**config.mk**
```make
export PLATFORM = sky130hd
export DESIGN_NAME = mem_read_arbiter_flat
export DESIGN_NICKNAME = d
export VERILOG_FILES = /design/src/rtl/mem_read_arbiter_if.sv /design/src/rtl/mem_read_arbiter.sv /design/src/flat_wrapper.sv
export SDC_FILE = /design/constraint.sdc
export NUM_CORES = 1
export LEC_CHECK = 0
export BUFFER_PORTS_ARGS = -buffer_cell sky130_fd_sc_hd__buf_2
export CAP_MARGIN = 0
export CORE_ASPECT_RATIO = 2
export CORE_MARGIN = 8
export CORE_UTILIZATION = 46
export CTS_CLUSTER_DIAMETER = 80
export DETAILED_ROUTE_END_ITERATION = 6
export HOLD_SLACK_MARGIN = 0.12
export PLACE_DENSITY = 0.79
export SETUP_SLACK_MARGIN = 0.5
export SYNTH_ARGS = -nofsm -noshare
export SYNTH_HDL_FRONTEND = slang
export SYNTH_SLANG_ARGS = --single-unit
```
**constraint.sdc**
```tcl
create_clock -name clk -period 4.06 [get_ports clk]
set_input_delay 0.812 -clock clk [delete_from_list [all_inputs] [get_ports clk]]
set_output_delay 0.812 -clock clk [all_outputs]
set_load 0.01 [all_outputs]
```
**src/rtl/mem_read_arbiter_if.sv**
```systemverilog
// Shared width package and the request/response bundle for mem_read_arbiter.
// The slave modport is the arbiter's view; master is the requester/memory side.
package core;
  parameter int ADDR_WIDTH = 16;
endpackage

interface mem_read_arbiter_if #(
  parameter int ADDR_WIDTH = core::ADDR_WIDTH,
  parameter int DATA_WIDTH = 32
) ();
  logic                  req0_valid;
  logic [ADDR_WIDTH-1:0] req0_addr;
  logic                  req0_ready;
  logic                  req1_valid;
  logic [ADDR_WIDTH-1:0] req1_addr;
  logic                  req1_ready;
  logic                  rsp0_valid;
  logic [DATA_WIDTH-1:0] rsp0_data;
  logic                  rsp1_valid;
  logic [DATA_WIDTH-1:0] rsp1_data;
  logic                  mem_req_valid;
  logic [ADDR_WIDTH-1:0] mem_req_addr;
  logic                  mem_rsp_valid;
  logic [DATA_WIDTH-1:0] mem_rsp_data;

  modport slave (
    input  req0_valid, req0_addr,
    input  req1_valid, req1_addr,
    input  mem_rsp_valid, mem_rsp_data,
    output req0_ready, req1_ready,
    output rsp0_valid, rsp0_data,
    output rsp1_valid, rsp1_data,
    output mem_req_valid, mem_req_addr
  );

  modport master (
    output req0_valid, req0_addr,
    output req1_valid, req1_addr,
    output mem_rsp_valid, mem_rsp_data,
    input  req0_ready, req1_ready,
    input  rsp0_valid, rsp0_data,
    input  rsp1_valid, rsp1_data,
    input  mem_req_valid, mem_req_addr
  );
endinterface

```
**src/rtl/mem_read_arbiter.sv**
```systemverilog
// Two-requester arbiter onto one in-order memory read port with a tag FIFO.
// Define MEM_READ_ARB_RR_EN for round-robin; default is fixed priority to req0.
`ifndef MSG
`define MSG(lvl, txt)
`endif

module mem_read_arbiter #(
  parameter int ADDR_WIDTH = core::ADDR_WIDTH,
  parameter int DATA_WIDTH = 32,
  parameter int TAG_DEPTH  = 4
) (
  input logic              clk,
  input logic              rst,
  mem_read_arbiter_if.slave bus
);

  localparam int PW = $clog2(TAG_DEPTH);
  localparam int CW = PW + 1;

  logic [CW-1:0]         count_q, count_d;
  logic [PW-1:0]         wr_ptr_q, wr_ptr_d;
  logic [PW-1:0]         rd_ptr_q, rd_ptr_d;
  logic [TAG_DEPTH-1:0]  tags_q, tags_d;
  logic                  last_grant_q, last_grant_d;
  logic                  mem_req_valid_q, mem_req_valid_d;
  logic [ADDR_WIDTH-1:0] mem_req_addr_q, mem_req_addr_d;
  logic                  rsp0_valid_q, rsp0_valid_d;
  logic [DATA_WIDTH-1:0] rsp0_data_q, rsp0_data_d;
  logic                  rsp1_valid_q, rsp1_valid_d;
  logic [DATA_WIDTH-1:0] rsp1_data_q, rsp1_data_d;

  logic full;
  logic empty;
  logic slot;
  logic pop;
  logic push;
  logic drop;
  logic head_id;
  logic gnt_any;
  logic gnt_id;

  assign full    = (count_q == CW'(TAG_DEPTH));
  assign empty   = (count_q == '0);
  // A full FIFO still takes a request when a response frees a tag this cycle
  assign slot    = !full || bus.mem_rsp_valid;
  assign pop     = bus.mem_rsp_valid && !empty;
  assign drop    = bus.mem_rsp_valid && empty;
  assign head_id = tags_q[rd_ptr_q];

  always_comb begin
    gnt_any = 1'b0;
    gnt_id  = 1'b0;
`ifdef MEM_READ_ARB_RR_EN
    unique case (1'b1)
      bus.req0_valid && bus.req1_valid: begin
        gnt_any = 1'b1;
        gnt_id  = ~last_grant_q;
      end
      bus.req0_valid && !bus.req1_valid: begin
        gnt_any = 1'b1;
        gnt_id  = 1'b0;
      end
      !bus.req0_valid && bus.req1_valid: begin
        gnt_any = 1'b1;
        gnt_id  = 1'b1;
      end
      default: ;
    endcase
`else
    unique case (1'b1)
      bus.req0_valid: begin
        gnt_any = 1'b1;
        gnt_id  = 1'b0;
      end
      !bus.req0_valid && bus.req1_valid: begin
        gnt_any = 1'b1;
        gnt_id  = 1'b1;
      end
      default: ;
    endcase
`endif
  end

  assign push           = !rst && slot && gnt_any;
  assign bus.req0_ready = push && !gnt_id;
  assign bus.req1_ready = push && gnt_id;

  always_comb begin
    mem_req_valid_d = push;
    mem_req_addr_d  = mem_req_addr_q;
    if (push) begin
      mem_req_addr_d = gnt_id ? bus.req1_addr : bus.req0_addr;
    end
  end

  always_comb begin
    tags_d = tags_q;
    if (push) begin
      tags_d[wr_ptr_q] = gnt_id;
    end
    wr_ptr_d     = wr_ptr_q + PW'(push);
    rd_ptr_d     = rd_ptr_q + PW'(pop);
    count_d      = count_q + CW'(push) - CW'(pop);
    last_grant_d = push ? gnt_id : last_grant_q;
  end

  always_comb begin
    rsp0_valid_d = pop && !head_id;
    rsp1_valid_d = pop && head_id;
    rsp0_data_d  = rsp0_valid_d ? bus.mem_rsp_data : '0;
    rsp1_data_d  = rsp1_valid_d ? bus.mem_rsp_data : '0;
  end

  always_ff @(posedge clk) begin
    if (rst) begin
      count_q         <= '0;
      wr_ptr_q        <= '0;
      rd_ptr_q        <= '0;
      last_grant_q    <= 1'b1;
      mem_req_valid_q <= 1'b0;
      rsp0_valid_q    <= 1'b0;
      rsp1_valid_q    <= 1'b0;
    end else begin
      count_q         <= count_d;
      wr_ptr_q        <= wr_ptr_d;
      rd_ptr_q        <= rd_ptr_d;
      last_grant_q    <= last_grant_d;
      mem_req_valid_q <= mem_req_valid_d;
      rsp0_valid_q    <= rsp0_valid_d;
      rsp1_valid_q    <= rsp1_valid_d;
      if (drop) begin
        `MSG(1, "mem_rsp with no outstanding read dropped");
      end
    end
  end

  // Payload registers carry no reset; their valids qualify them
  always_ff @(posedge clk) begin
    tags_q         <= tags_d;
    mem_req_addr_q <= mem_req_addr_d;
    rsp0_data_q    <= rsp0_data_d;
    rsp1_data_q    <= rsp1_data_d;
  end

  assign bus.mem_req_valid = mem_req_valid_q;
  assign bus.mem_req_addr  = mem_req_addr_q;
  assign bus.rsp0_valid    = rsp0_valid_q;
  assign bus.rsp0_data     = rsp0_data_q;
  assign bus.rsp1_valid    = rsp1_valid_q;
  assign bus.rsp1_data     = rsp1_data_q;

endmodule

```
**src/flat_wrapper.sv**
```systemverilog
// flat-port wrapper written by rule: the top's interface ports become plain ports
module mem_read_arbiter_flat 
#(
  parameter int ADDR_WIDTH = core::ADDR_WIDTH,
  parameter int DATA_WIDTH = 32,
  parameter int TAG_DEPTH  = 4
)
  (clk, rst, bus_req0_valid, bus_req0_addr, bus_req1_valid, bus_req1_addr, bus_mem_rsp_valid, bus_mem_rsp_data, bus_req0_ready, bus_req1_ready, bus_rsp0_valid, bus_rsp0_data, bus_rsp1_valid, bus_rsp1_data, bus_mem_req_valid, bus_mem_req_addr);
  mem_read_arbiter_if #(.ADDR_WIDTH(ADDR_WIDTH), .DATA_WIDTH(DATA_WIDTH)) bus_i ();
  input logic clk;
  input logic rst;
  input wire logic [$bits(bus_i.req0_valid)-1:0] bus_req0_valid;
  input wire logic [$bits(bus_i.req0_addr)-1:0] bus_req0_addr;
  input wire logic [$bits(bus_i.req1_valid)-1:0] bus_req1_valid;
  input wire logic [$bits(bus_i.req1_addr)-1:0] bus_req1_addr;
  input wire logic [$bits(bus_i.mem_rsp_valid)-1:0] bus_mem_rsp_valid;
  input wire logic [$bits(bus_i.mem_rsp_data)-1:0] bus_mem_rsp_data;
  output wire logic [$bits(bus_i.req0_ready)-1:0] bus_req0_ready;
  output wire logic [$bits(bus_i.req1_ready)-1:0] bus_req1_ready;
  output wire logic [$bits(bus_i.rsp0_valid)-1:0] bus_rsp0_valid;
  output wire logic [$bits(bus_i.rsp0_data)-1:0] bus_rsp0_data;
  output wire logic [$bits(bus_i.rsp1_valid)-1:0] bus_rsp1_valid;
  output wire logic [$bits(bus_i.rsp1_data)-1:0] bus_rsp1_data;
  output wire logic [$bits(bus_i.mem_req_valid)-1:0] bus_mem_req_valid;
  output wire logic [$bits(bus_i.mem_req_addr)-1:0] bus_mem_req_addr;
  assign bus_i.req0_valid = bus_req0_valid;
  assign bus_i.req0_addr = bus_req0_addr;
  assign bus_i.req1_valid = bus_req1_valid;
  assign bus_i.req1_addr = bus_req1_addr;
  assign bus_i.mem_rsp_valid = bus_mem_rsp_valid;
  assign bus_i.mem_rsp_data = bus_mem_rsp_data;
  assign bus_req0_ready = bus_i.req0_ready;
  assign bus_req1_ready = bus_i.req1_ready;
  assign bus_rsp0_valid = bus_i.rsp0_valid;
  assign bus_rsp0_data = bus_i.rsp0_data;
  assign bus_rsp1_valid = bus_i.rsp1_valid;
  assign bus_rsp1_data = bus_i.rsp1_data;
  assign bus_mem_req_valid = bus_i.mem_req_valid;
  assign bus_mem_req_addr = bus_i.mem_req_addr;
  mem_read_arbiter #(.ADDR_WIDTH(ADDR_WIDTH), .DATA_WIDTH(DATA_WIDTH), .TAG_DEPTH(TAG_DEPTH)) u_core (.clk(clk), .rst(rst), .bus(bus_i));
endmodule
```
==> results of run 1 <==
power groups by stage:
stage / Combinational [mW] / Clock (mW) / Sequential [mW]
after floorplan: 0.389 / 0 / 1.22
after global placement: 0.584 / 0 / 1.17
after detailed placement: 0.605 / 0 / 1.18
after CTS: 0.606 / 0.814 / 1.16
after global routing: 0.656 / 0.846 / 1.17
final: 0.594 / 0.790 / 1.16
state kept, by name, summed over array words and instances, names as in the netlist:
| signal | count |
|---|---|
| u_core.bus.rsp0_data | 32 |
| u_core.bus.rsp1_data | 32 |
| u_core.bus.mem_req_addr | 16 |
| u_core.tags_q | 4 |
| u_core.count_q | 3 |
| u_core.rd_ptr_q | 2 |
| u_core.wr_ptr_q | 2 |
| u_core.bus.mem_req_valid | 1 |
| u_core.bus.rsp0_valid | 1 |
| u_core.bus.rsp1_valid | 1 |
worst max-delay path, stage by stage:
cell	delay [ns]
buf_2	0.14
nor4b_2	0.63
nor3b_1	0.10
buf_2	0.17
cell families (layout without fill, tap and decap cells):
logic type	after synthesis	in the layout
fa+ha+maj	3	3
mux	20	20
xor+xnor	2	2
flops	94	94
simple gates	91	91
buf+inv	20	173
compound gates	3	3
area by class of cell:
cell class / instances / area [um2] / area share [%]
Inverter: 1 / 3.75 / 0.0855
Timing Repair Buffer: 157 / 796 / 18.1
Multi-Input combinational cell: 119 / 1100 / 25.1
Sequential cell: 94 / 2080 / 47.4
Tap cell: 92 / 115 / 2.62
Clock inverter: 4 / 28.8 / 0.655
Clock buffer: 11 / 264 / 6.01
through the flow:
step / area (um2) / hold slack, ns / total power [mW] / instances
6_report: 4390 / 0.562 / 2.54 / 478
5_1_grt: 4390 / 0.630 / 2.67 / 478
3_5_place_dp: 4100 / 0.563 / 1.78 / 463
3_3_place_gp: 4100 / 0.538 / 1.75 / 463
4_1_cts: 4390 / 0.572 / 2.58 / 478
2_1_floorplan: 3310 / 0.528 / 1.61 / 233
cells in the final DEF (no fill, tap or decap), drive strengths merged:
cell,n
o31ai,1
ha,2
nor2,8
inv,2
fa,1
mux2,18
o311ai,1
mux2i,1
buf,157
o31a,1
nor4b,2
xnor2,1
clkbuf,11
nand2b,2
edfxtp,20
dfxtp,74
and3,32
nor4,3
xnor3,1
mux4,1
nor3b,35
nor3,3
nor2b,5
clkinv,3
nand2,1
synthesized netlist by cell type, types with 3 or more instances:
cell type	number
nor3b_2	29
clkbuf_1	8
nor2b_1	5
nor3b_1	6
buf_6	5
nor2_1	8
nor4_1	3
mux2_2	18
nor3_1	3
and3_1	32
edfxtp_1	20
buf_4	3
dfxtp_1	74
worst max path at each step:
stage | start | endpoint | slack [ns]
after CTS | bus_mem_rsp_valid | bus_req0_ready | 1.39
after floorplan | rst | u_core.count_q[2] | 1.01
after global placement | bus_mem_rsp_valid | bus_req0_ready | 1.41
final | bus_mem_rsp_valid | bus_req0_ready | 1.39
after detailed placement | bus_mem_rsp_valid | bus_req0_ready | 1.39
after global routing | bus_mem_rsp_valid | bus_req0_ready | 1.27
metal layers:
metal	vias up	global-route usage [%]
met4	0	7.80
met1	1072	14.0
met5	-	0
li1	1116	-
met2	99	23.5
met3	18	7.09
==> impl_metrics.yaml, run 1 <==
power:
  cellPowerDensity_nw_per_um2: 579
  power.leakage_nw: 2.10
  clockPowerShare_pct: 31.1
  pwr-share-comb_pct: 23.4
  swShare_pct: 28.9
  power_switching_uw: 734
  seq_power_share_pct: 45.5
  cell_internal_pwr_mw: 1.81
  ir_worst_vdd_mv: 0.333
logic_synthesis:
  synth-simple-area-share_pct: 22.5
  synth_cell_types: 29
  yosysTopAreaCell: "dfxtp_1"
  synthTopCellsByArea: "dfxtp_1 (45%), edfxtp_1 (18%), nor3b_2 (11%)"
  yosys.area_share.xor_xnor_pct: 0.947
  synthCells: 233
  yosys_most_used_dff: "dfxtp_1"
  synth-edff-count: 20
  synth_warnings: 0
  syn_area_um2: 3300
  seq_area_frac_synth_pct: 63.0
  async_flop_share_pct: 0
  netlist.area_leader.share_pct: 44.8
  avgSynthCellArea_um2: 14.2
  synth_seq_cells: 94
  synth_fp_nets: 305
  synth_compound_area_share_pct: 1.17
  synth_mux_area_share_pct: 7.12
  synth_adder_area_share_pct: 1.36
  synth_top_family_by_area: "simple AND/OR/NAND/NOR gates"
setup_path:
  cp.required_ns: 3.25
  rrSetupSlack_ns: 2.00
  cp-start-kind: "input port"
  rr_startpoint: "u_core.count_q[1]"
  critical_path_class: "input port to output port"
  crit_path_end_kind: "output port"
  worst_r2r_path_depth: 6
  r2r-end: "u_core.count_q[1]"
  critPathArrivalTime_ns: 1.86
  cp_max_fo: 8
detailed_routing:
  drt_wl_total_um: 7450
  top_layer: "met4"
  vias: 2305
  dr_wl_met3_um: 700
  wl_met1_um: 2760
  wl_per_cell_um: 15.6
  route.met2.wl_um: 3780
  drt_pre_antenna_iters: 4
  drtAntennaViolNets: 0
  drc: 0
  via_per_inst: 4.82
  first_iter_violations: 108
clock_tree:
  cts_hold_buf: 0
  tritoncts: "yes"
  clk_path_buf_depth: 2
  clock_latency_ns: 0.33
  cts_setup_buffers: 0
  clk_pin_slew_ns: 0.06
  cts.sinks: 94
  htree_levels: 3
  clk_root_buffer_cell: "clkbuf_16"
  numCtsBuffers: 9
  cts.repair.resized: 0
min_path:
  min_delay_worst_endpoint: "u_core.wr_ptr_q[1]"
  min_delay_path_depth: 2
  hold_start: "u_core.wr_ptr_q[1]"
  min_path_type: "register to register"
die:
  core_area_um2: 7100
  start_util_pct: 46.5
  die_w_um: 75.9
  die_h_um: 136
  fp-row-count: 44
  pin_count: 154
  die_area_um2: 10300
global_routing:
  grt_pass1_vias: 2560
  antenna_found_initial: 0
  grt_pass1_wl_um: 11800
  grt_usage_pct: 14.1
  grt_overflow: 0
  grt_max_degree: 67
finish:
  drive_gt1_share_pct: 58.0
  area_delta_synth_final_pct: 32.9
  insertedDiodeCount: 0
  fillers: 580
  utilization_pct: 61.8
  fin_nets: 454
timing:
  final_hold_viol_count: 0
  setup_ws_ns: 1.39
  final_max_slew_viol_count: 0
  rsz0062_at_grt: "false"
  min_period_over_period_pct: 65.7
  relSlewSlack_pct: 33.9
  finalSetupTns_ns: 0
  min_period_ns: 2.67
  worst_slew_pin_slew_ns: 0.992
  fmax_ghz: 0.375
  setup_viol: 0
  fin_worst_skew_ns: 0.00614
placement:
  preCtsSetupSlack_ns: 1.39
  portBuffers: 153
  dp_hpwl_um: 5550
  place.gp.congestion: 0.784
flow_run:
  max-cap-violations: 0
outcome:
  status: "finished, final reports clean"
No activity file was read; power rests on OpenSTA's default activity.
==> run 2, diff against run 1 <==
==> constraint.sdc (replaced) <==
create_clock -name clk -period 2.7 [get_ports clk]
set_input_delay 0.54 -clock clk [delete_from_list [all_inputs] [get_ports clk]]
set_output_delay 0.54 -clock clk [all_outputs]
set_load 0.01 [all_outputs]
==> impl_metrics.yaml, run 2 (synthesis gave the netlist of run 1 again) <==
outcome:
  status: "finished, final reports clean"
power:
  power.leakage_nw: 2.11
  cellPowerDensity_nw_per_um2: 870
  ir_worst_vdd_mv: 0.495
global_routing:
  grt_pass1_wl_um: 11900
  grt_overflow: 0
  grt_max_degree: 65
  grt_pass1_vias: 2525
  antenna_found_initial: 0
  grt_usage_pct: 14.3
timing:
  setup_viol: 0
  final_hold_viol_count: 0
  min_period_over_period_pct: 76.0
  fmax_ghz: 0.487
  worst_slew_pin_slew_ns: 1.23
  finalSetupTns_ns: 0
  min_period_ns: 2.05
  rsz0062_at_grt: "false"
  relSlewSlack_pct: 18.2
  fin_worst_skew_ns: 0.00350
  final_max_slew_viol_count: 0
detailed_routing:
  dr_wl_met3_um: 789
  vias: 2309
  first_iter_violations: 84
  drc: 0
  drtAntennaViolNets: 0
  route.met2.wl_um: 3740
  drt_wl_total_um: 7450
  top_layer: "met4"
  wl_per_cell_um: 15.5
  drt_pre_antenna_iters: 4
  via_per_inst: 4.79
  wl_met1_um: 2770
clock_tree:
  tritoncts: "yes"
  cts_setup_buffers: 0
  cts_hold_buf: 0
  clk_path_buf_depth: 2
  numCtsBuffers: 9
  htree_levels: 3
  cts.sinks: 94
  clk_root_buffer_cell: "clkbuf_16"
  clock_latency_ns: 0.33
  cts.repair.resized: 0
  clk_pin_slew_ns: 0.06
finish:
  fillers: 573
  multi_input_area_um2: 1110
  utilization_pct: 62.2
  area_delta_synth_final_pct: 33.8
  insertedDiodeCount: 0
  layout_commonest_cell: "buf_2"
  drive_gt1_share_pct: 58.7
  regArea_um2: 2080
  final_cell_mix: "buf_2 (153), dfxtp_1 (74), and3_1 (32)"
  fin_nets: 457
flow_run:
  max-cap-violations: 0
setup_path:
  cp_max_fo: 8
  crit_path_start: "u_core.count_q[1]"
  cpPeakStageDelay_ns: 0.41
  cp-start-kind: "register"
  critical_path_buf_inv_count: 2
  critPathArrivalTime_ns: 1.51
  rr_startpoint: "u_core.rd_ptr_q[0]"
  crit_chain: "nor4b_2, buf_4, nor3b_1, buf_2"
  critical-path-top-delay-family: "flip-flops"
  cp.required_ns: 2.16
  critical_path_class: "register to output port"
  crit_path_end_kind: "output port"
  slowest_stage: "dfxtp_1"
die:
  die_w_um: 75.9
  fp-row-count: 44
  pin_count: 154
  start_util_pct: 46.5
  die_area_um2: 10300
  die_h_um: 136
  core_area_um2: 7100
min_path:
  min_path_type: "input port to register"
  hold_start: "bus_mem_rsp_data[23]"
placement:
  portBuffers: 153
  dp_hpwl_um: 5720
  place.gp.congestion: 0.744
[run 2: cell types whose count changed in the layout (fill, tap and decap cells not counted), sizes merged]
cell,change
buf,+3
clkbuf,+2
clkinv,-1
[run 2: worst paths after layout]
path | slack (ns) | endpoint | cells after the start
worst min register to register | 0.58 | u_core.rd_ptr_q[1] | 2
worst max register to register | 0.72 | u_core.bus.rsp0_data[24] | 3
worst min-delay path | 0.44 | u_core.bus.rsp1_data[23] | 2
worst max-delay path | 0.65 | bus_req0_ready | 4
[run 2: worst reg2reg max path, delay by kind of cell, from the launching register on]
family	cells	cell delay, ns
buffers and inverters	1	0.36
DFF	1	0.39
muxes	1	1.01
and+or+nand+nor	1	0.16
[run 2: final cells by class]
type	instances	area share [%]
inverters	1	0.0849
flip-flops and latches	94	47.1
clock inverters	3	0.368
clock buffers	13	6.14
multi-input cells	119	25.1
well taps	92	2.60
repair buffers	160	18.6
[run 2: metrics by stage]
step	std cells	total power [mW]	worst slack (ns)	hold slack [ns]	instance area, um2
after floorplan	233	2.42	0.390	0.528	3340
after global placement	466	2.66	0.611	0.545	4130
after detailed placement	466	2.71	0.509	0.572	4130
after CTS	482	3.90	0.570	0.421	4420
after global routing	482	4.04	0.579	0.430	4420
final	482	3.85	0.647	0.440	4420
[run 2: layer usage]
metal	track usage [%]	up-vias
met5	0	-
met4	7.25	0
met3	7.81	10
met2	23.8	112
met1	14.1	1062
li1	-	1125
[run 2: power by group]
| part | leakage, nW | total (mW) | switching [mW] | internal [mW] |
|---|---|---|---|---|
| sequential | 0.793 | 1.74 | 0.0976 | 1.64 |
| combinational | 1.17 | 0.923 | 0.527 | 0.396 |
| clock | 0.149 | 1.18 | 0.481 | 0.700 |
==> run 3, diff against run 2 <==
--- a/config.mk
+++ b/config.mk
@@ -9,11 +9,11 @@
 export CAP_MARGIN = 0
 export CORE_ASPECT_RATIO = 2
 export CORE_MARGIN = 8
-export CORE_UTILIZATION = 46
+export CORE_UTILIZATION = 41
 export CTS_CLUSTER_DIAMETER = 80
 export DETAILED_ROUTE_END_ITERATION = 6
 export HOLD_SLACK_MARGIN = 0.12
-export PLACE_DENSITY = 0.79
+export PLACE_DENSITY = 0.75
 export SETUP_SLACK_MARGIN = 0.5
 export SYNTH_ARGS = -nofsm -noshare
 export SYNTH_HDL_FRONTEND = slang
==> constraint.sdc (replaced) <==
create_clock -name clk -period 1.8 [get_ports clk]
set_input_delay 0.36 -clock clk [delete_from_list [all_inputs] [get_ports clk]]
set_output_delay 0.36 -clock clk [all_outputs]
set_load 0.01 [all_outputs]
==> impl_metrics.yaml, run 3 (synthesis gave the netlist of run 1 again) <==
setup_path:
  cp_max_fo: 5
  crit_path_end_kind: "register"
  critical_path_class: "register to register"
  cp-start-kind: "register"
  cp.required_ns: 2.02
  critPathArrivalTime_ns: 1.92
finish:
  drive_gt1_share_pct: 71.7
  layout_commonest_cell: "buf_2"
  insertedDiodeCount: 0
  fin_area_um2: 5180
  area_delta_synth_final_pct: 57.0
  fin_nets: 484
  final_cell_mix: "buf_2 (153), dfxtp_1 (70), nor3b_2 (31), and3_4 (31), edfxtp_1 (20)"
  fillers: 565
  stdcell_count: 513
global_routing:
  grt_usage_pct: 16.1
  grt_overflow: 0
  grt_max_degree: 35
  antenna_found_initial: 0
  grt_pass1_vias: 2582
  grt_pass1_wl_um: 13900
placement:
  portBuffers: 153
  placed_cell_area_um2: 4230
  dp_hpwl_um: 5960
  place_inst: 472
  place.gp.congestion: 0.756
clock_tree:
  tritoncts: "yes"
  clk_path_buf_depth: 2
  htree_levels: 3
  clk_pin_slew_ns: 0.06
  clk_root_buffer_cell: "clkbuf_16"
  cts.sinks: 94
  cts_hold_buf: 0
  clock_latency_ns: 0.33
  numCtsBuffers: 9
detailed_routing:
  wl_per_cell_um: 18.4
  via_per_inst: 4.83
  drt_wl_total_um: 9420
  vias: 2477
  drtAntennaViolNets: 0
  drc: 0
  drt_pre_antenna_iters: 5
  first_iter_violations: 82
timing:
  fmax_ghz: 0.587
  setup_viol: 0
  final_hold_viol_count: 0
  worst_slew_pin_slew_ns: 0.411
  relSlewSlack_pct: 72.3
  finalSetupTns_ns: 0
  final_max_slew_viol_count: 0
  rsz0062_at_grt: "true"
  fin_worst_skew_ns: 0.00382
  min_period_ns: 1.70
  min_period_over_period_pct: 94.6
  hold-worst-slack_ns: 0.279
die:
  die_area_um2: 11400
  pin_count: 154
  start_util_pct: 41.9
  core_area_um2: 7890
  fp-row-count: 46
  die_h_um: 143
  die_w_um: 79.5
min_path:
  min_path_type: "input port to register"
outcome:
  status: "finished, final reports clean"
power:
  cellPowerDensity_nw_per_um2: 1330
  power.leakage_nw: 2.34
  ir_worst_vdd_mv: 0.909
flow_run:
  max-cap-violations: 0
## run 3: power breakdown
part / internal [mW] / switching, mW
Combinational: 1.31 / 1.12
Sequential: 2.48 / 0.135
Clock: 1.08 / 0.768
Total: 4.88 / 2.03
## run 3: metal layers
metal / track usage [%] / share of wire [%] / up-vias
met2: 31.1 / 59 / 98
met3: 4.79 / 7.5 / 15
li1: - / - / 1193
met5: 0 / 0 / -
met1: 14.3 / 31 / 1171
met4: 7.57 / 2.7 / 0
## run 3: what timing repair did
| action | CTS | global route |
|---|---|---|
| buffers inserted | 12 | 4 |
| setup endpoints to repair | 94 | 94 |
| cloned | 9 | 0 |
| gates resized for setup | 52 | 18 |
| pin swaps | 23 | 9 |
## run 3: path summary, 6_finish.rpt
check	cells after the start	endpoint	slack, ns	from
setup / recovery	8	u_core.count_q[2]	0.1	u_core.count_q[2]
hold / removal	2	u_core.bus.rsp0_data[8]	0.28	bus_mem_rsp_data[8]
setup reg to reg	8	u_core.count_q[2]	0.1	u_core.count_q[2]
hold reg to reg	2	u_core.rd_ptr_q[1]	0.57	u_core.rd_ptr_q[1]
## run 3: area by class of cell
cell class | instances | area, um2 | area share, %
Sequential cell | 94 | 2090 | 40.4
Tap cell | 96 | 120 | 2.32
Timing Repair Buffer | 187 | 1290 | 24.9
Clock inverter | 5 | 57.6 | 1.11
Inverter | 1 | 3.75 | 0.0724
Multi-Input combinational cell | 119 | 1380 | 26.7
Clock buffer | 11 | 233 | 4.49
## run 3: stage by stage
step	setup WS (ns)	power (mW)	utilization, %
2_1_floorplan	-0.266	3.75	-
3_3_place_gp	0.0918	4.09	53.6
3_5_place_dp	0.0241	4.15	53.6
4_1_cts	0.0790	6.83	64.2
5_1_grt	0.0379	7.22	65.8
6_report	0.0965	6.91	65.8
## run 3: worst max-delay path: stages, from the launching register on
cell	delay [ns]
dfxtp_4	0.36
nor4b_4	0.13
buf_4	0.14
nor3_4	0.20
ha_4	0.16
inv_2	0.03
fa_2	0.32
xnor3_1	0.20
nor2_1	0.04
